<file path="src/rtl/affine_addr_gen.sv">
// N-dimensional affine address generator: addr = offset + sum(idx[d]*stride[d]),
// dim 0 fastest, built from incremental per-dim partial sums (no multipliers).
module affine_addr_gen #(
  parameter int DIMS  = 4,
  parameter int WIDTH = 32
) (
  input  logic                    clk,
  input  logic                    rst,
  input  logic                    start,
  input  logic [WIDTH-1:0]        offset,
  input  logic [DIMS*WIDTH-1:0]   extent,
  input  logic [DIMS*WIDTH-1:0]   stride,
  output logic                    addr_valid,
  input  logic                    addr_ready,
  output logic [WIDTH-1:0]        addr,
  output logic                    addr_last,
  output logic                    busy,
  output logic                    done
);

  typedef enum logic [1:0] {IDLE = 2'd0, RUN = 2'd1, DONE = 2'd2} state_t;

  state_t state, state_nxt;

  logic [WIDTH-1:0]            offset_q;
  logic [DIMS-1:0][WIDTH-1:0]  extent_q, stride_q;
  logic [DIMS-1:0][WIDTH-1:0]  idx, part;
  logic [DIMS-1:0][WIDTH-1:0]  idx_nxt, part_nxt;
  logic [DIMS-1:0]             at_max;
  logic                        all_max, any_zero, accept, xfer;
  logic [WIDTH-1:0]            sum;

  // Handshake: a beat transfers on a rising edge where addr_valid & addr_ready;
  // without a transfer addr/addr_last hold, and addr_ready is ignored while
  // addr_valid is low.
  assign accept = (state == IDLE) && start;
  assign xfer   = addr_valid && addr_ready;

  always_comb begin
    at_max = '0;
    for (int d = 0; d < DIMS; d++)
      at_max[d] = (idx[d] == extent_q[d] - 1'b1);
  end
  assign all_max = &at_max;

  always_comb begin
    any_zero = 1'b0;
    for (int d = 0; d < DIMS; d++)
      if (extent[d*WIDTH +: WIDTH] == '0) any_zero = 1'b1;
  end

  always_comb begin
    sum = offset_q;
    for (int d = 0; d < DIMS; d++)
      sum = sum + part[d];
  end

  // Carry chain: saturated dims wrap to zero until the first dim with room steps.
  always_comb begin
    logic carry;
    idx_nxt  = idx;
    part_nxt = part;
    carry    = 1'b1;
    for (int d = 0; d < DIMS; d++) begin
      if (carry) begin
        if (at_max[d]) begin
          idx_nxt[d]  = '0;
          part_nxt[d] = '0;
        end else begin
          idx_nxt[d]  = idx[d] + 1'b1;
          part_nxt[d] = part[d] + stride_q[d];
          carry       = 1'b0;
        end
      end
    end
  end

  always_ff @(posedge clk or posedge rst) begin
    if (rst) state <= IDLE;
    else     state <= state_nxt;
  end

  always_comb begin
    state_nxt = state;
    case (state)
      IDLE:    if (start) state_nxt = any_zero ? DONE : RUN;
      RUN:     if (xfer && all_max) state_nxt = DONE;
      DONE:    state_nxt = IDLE;
      default: state_nxt = IDLE;
    endcase
  end

  always_comb begin
    addr_valid = (state == RUN);
    busy       = (state == RUN);
    done       = (state == DONE);
    addr_last  = (state == RUN) && all_max;
    addr       = sum;
  end

  always_ff @(posedge clk or posedge rst) begin
    if (rst) begin
      offset_q <= '0;
      extent_q <= '0;
      stride_q <= '0;
      idx      <= '0;
      part     <= '0;
    end else if (accept) begin
      offset_q <= offset;
      extent_q <= extent;
      stride_q <= stride;
      idx      <= '0;
      part     <= '0;
    end else if (xfer && !all_max) begin
      idx  <= idx_nxt;
      part <= part_nxt;
    end
  end

endmodule
</file>
<file path="config.mk">
export PLATFORM = sky130hd
export DESIGN_NAME = affine_addr_gen
export DESIGN_NICKNAME = d
export VERILOG_FILES = /design/src/rtl/affine_addr_gen.sv
export SDC_FILE = /design/constraint.sdc
export NUM_CORES = 2
export LEC_CHECK = 0
export ABC_AREA = 1
export BUFFER_PORTS_ARGS = -buffer_cell sky130_fd_sc_hd__buf_2
export CAP_MARGIN = 5
export CORE_AREA = 2 2 355 357
export CTS_CLUSTER_DIAMETER = 50
export CTS_CLUSTER_SIZE = 14
export DETAILED_ROUTE_END_ITERATION = 12
export DIE_AREA = 0 0 357 359
export GPL_TIMING_DRIVEN = 0
export PLACE_DENSITY_LB_ADDON = 0.2
export SETUP_SLACK_MARGIN = 0.05
export SLEW_MARGIN = 30
export SYNTH_ARGS = -nofsm -noshare
export SYNTH_HDL_FRONTEND = slang
export SYNTH_SLANG_ARGS = --single-unit
</file>
<file path="constraint.sdc">
create_clock -name clk -period 24.3 [get_ports clk]
set_input_delay 4.86 -clock clk [delete_from_list [all_inputs] [get_ports clk]]
set_output_delay 4.86 -clock clk [all_outputs]
set_load 0.05 [all_outputs]
</file>
==> impl_results.md <==
* Status: complete, no violations
* Core Area at 0.1246 sq mm
* Fmax at 96.84 MHz
* Nets at 7350
* Num CTS Buffers at 90
* Max-slew violations at 0
* DRT iter0 DRCs at 3430
* Slew @ Worst Pin at roughly 1100 ps
* Num Clock Sinks at 546
* DP HPWL at 134.3 mm
* Wirelength, routed at 163.0 mm
* CTS Root Cell: clkbuf_16
* TritonCTS clock tree: built
* Pre-Repair DR Iteration Count at 7
* Starting Density at a little over a third
* Number of max-cap violations at 0
* Post-CTS Setup Bufs at 0
* Clock transition at path regs at 50 ps
* Final Skew at 34.29 ps
* Post-route ant nets at 0
* Cell variety after synth at 56
* Area of the multi-input gates at 0.02579 sq mm
* Vias per std cell at between 4 and 5
* Die X at 357 um
* Worst EP required at 19440 ps
* Min Tclk post-route at 10330 ps
* Port buffer count at 327
* Post-synthesis sequential area ratio at 31.52%
* Fill count at 13290
* Die ar. at 0.1282 sq mm
* Vias at roughly 42000
* Syn Area/Cell at 6.809 sq um
* Post-synth ARST share at 100.0%
* Max transition margin at between 20% and 30%
* DRC Markers at 0
* CP Data Arrival Time at 5470 ps
* Hold Buf Count CTS at 0
* First-pass GRT wire length at 246.1 mm
* GRT Overall Usage at 25.12%
* I/O Pins at roughly 330
* FP Rows at 130
* Critical path class: reg -> out
* Initial antenna violation count at 12
* Primary FF master, synth: dfrtp_1
* Pre-CTS setup slack at around 15000 ps
* H-Tree Depth at 3
* FF/Latch Area at ~0.014 sq mm
* Final period util at 42.50%
* Layout area overhead at 16.62%
* GPL Wtd Cong at 0.9644
* Clk buf depth at 3
* RSZ-0062 raised after global routing: false
* Mapped Area at roughly 0.043 sq mm
* Crit path max fanout at 3
* Count of final hold-check violations at 0
* Setup WS post-layout at 13970 ps
* Die Span Y at 359 um
* Synth Register Bits at 546
* Final setup violation count at 0
* Cells after synthesis at around 6400
* Clock latency on the worst-skew pair at 690 ps
* Hold Crit Class: reg -> reg
* Vias in the first global route at 40910
* EDFF count, synth at 0
* Largest net degree at the start of global routing at 89
* Syn nets at about 6900
* Startpoint Class: register
* Layout cells sized above 1 at 9.492%
* GRT Residual Overflow at 0
* Yosys Warn Count at 0
* Average wire per standard cell at 19.13 um
* Crit. End Element: output pin
* Worst R2R Setup Slack at 20380 ps
* Cts repair resizes at 0
worst max-delay path, stage by stage (launching register included):
cell and delay (ps):
dfrtp_1 410, inv_1 220, fa_1 480, fa_1 480, fa_1 490, inv_1 40
ha_1 200, fa_1 460, nand3_1 90, nand2_1 80, nand2_1 70, nand2_1 50
nand2_1 50, nand2_1 110, a31oi_1 280, o21ai_0 190, nand2_1 90, nand2_1 150
nand3_1 130, nand2_1 70, xor2_1 310, buf_2 330
metrics by stage:
| stage | std cells | utilization [%] | instance area, sq um | hold WS, ps | setup TNS [ps] |
|---|---|---|---|---|---|
| 2_1_floorplan | 6366 | - | 43350 | 455.3 | 0 |
| 3_3_place_gp | 8343 | 37.76 | 47050 | 477.2 | -1628800 |
| 3_5_place_dp | 8355 | 38.03 | 47380 | 475.1 | 0 |
| 4_1_cts | 8518 | 40.56 | 50540 | 492.3 | 0 |
| 5_1_grt | 8520 | 40.57 | 50550 | 516.5 | 0 |
| 6_report | 8520 | 40.57 | 50550 | 485.6 | 0 |
logic make-up (layout without fill, tap and decap cells):
kind of cell | Yosys count | in the layout | synth area share [%]
compound gates | 613 | 613 | 7.816
fa+ha+maj | 260 | 260 | 9.167
simple gates | 3590 | 3590 | 34.76
xor+xnor | 383 | 383 | 7.738
other cells | 0 | 1 | 0
buf+inv | 974 | 1477 | 8.997
flops | 546 | 546 | 31.52
placed cells by master (no fill, tap or decap), types with 35 or more instances in the layout:
cell type	count
nor2_1	663
buf_2	354
nand2_1	2102
nor3_1	137
nand3_1	379
fa_1	96
clkbuf_1	123
a21oi_1	190
o21ai_0	234
nand4_1	103
nand3b_1	35
o21ai_1	59
xnor2_1	157
ha_1	164
nor3b_1	37
dfrtp_1	546
xor2_1	226
nor4_1	61
clkbuf_16	93
inv_1	741
layout make-up:
class | instances | share of cell area, %
plain buffers | 200 | 1.987
flip-flops and latches | 546 | 27.03
diodes | 1 | 0.004950
repair buffers | 340 | 3.881
well taps | 1650 | 4.084
clock inverters | 55 | 1.354
multi-input cells | 4846 | 51.01
clock buffers | 108 | 4.893
inverters | 774 | 5.762
routing by layer:
layer  share of wire (%)  global-route usage [%]
met2                  45                   40.45
met4                 2.8                   6.920
met5               0.020                       0
met3                 5.3                   3.365
met1                  47                   35.14
cells in the mapped netlist (3+ instances only):
library cell  count  area share, %
o21ai_0         234            2.7
a31oi_1          26           0.38
nand2_2           7           0.10
nand3b_1         35           0.61
o21bai_1         27           0.47
nand3_1         379            4.4
nand2_1        2102             18
o211ai_1          7           0.12
dfrtp_1         546             32
inv_1           742            6.4
nor4_1           61           0.88
a21boi_0         12           0.21
nand3_2           4          0.092
a21oi_1         190            2.2
nand4_1         103            1.5
a221oi_1          3          0.061
nand2_4           4           0.10
xor2_1          226            4.6
or2_2            17           0.25
clkinv_1          5          0.043
nor2_2           13           0.19
clkbuf_1        125            1.1
nor4b_1           3          0.061
fa_1             96            4.4
a21o_1           17           0.29
buf_2            27           0.31
a211oi_1          5          0.087
nor3b_1          37           0.64
buf_1            13           0.11
o2111ai_1         4          0.081
buf_4            14           0.24
nor3_1          137            1.6
o31ai_1           3          0.052
buf_6            21           0.55
xnor2_1         157            3.2
nor2_1          663            5.7
inv_2            27           0.23
and2_1            8           0.12
ha_1            164            4.7
nor2_4            8           0.21
o21a_1           14           0.24
o21ai_1          59           0.68
o221a_2           3          0.078
sequential cells by signal, summed over array words and instances, names as in the netlist:
register	cells
idx	128
offset_q	32
extent_q	128
state	2
stride_q	128
part	128
worst paths after layout:
kind | startpoint | end | cells after the start
setup reg to reg | extent_q[96] | idx[120] | 17
hold / removal | stride_q[93] | stride_q[93] | 2
max in group asynchronous | rst | extent_q[68] | 5
hold reg to reg | stride_q[93] | stride_q[93] | 2
min in group asynchronous | rst | stride_q[62] | 2
setup / recovery | part[1] | addr[31] | 21
Power is not shown: default switching activity piles up to over one toggle a cycle in this logic, so the estimate is an artifact.
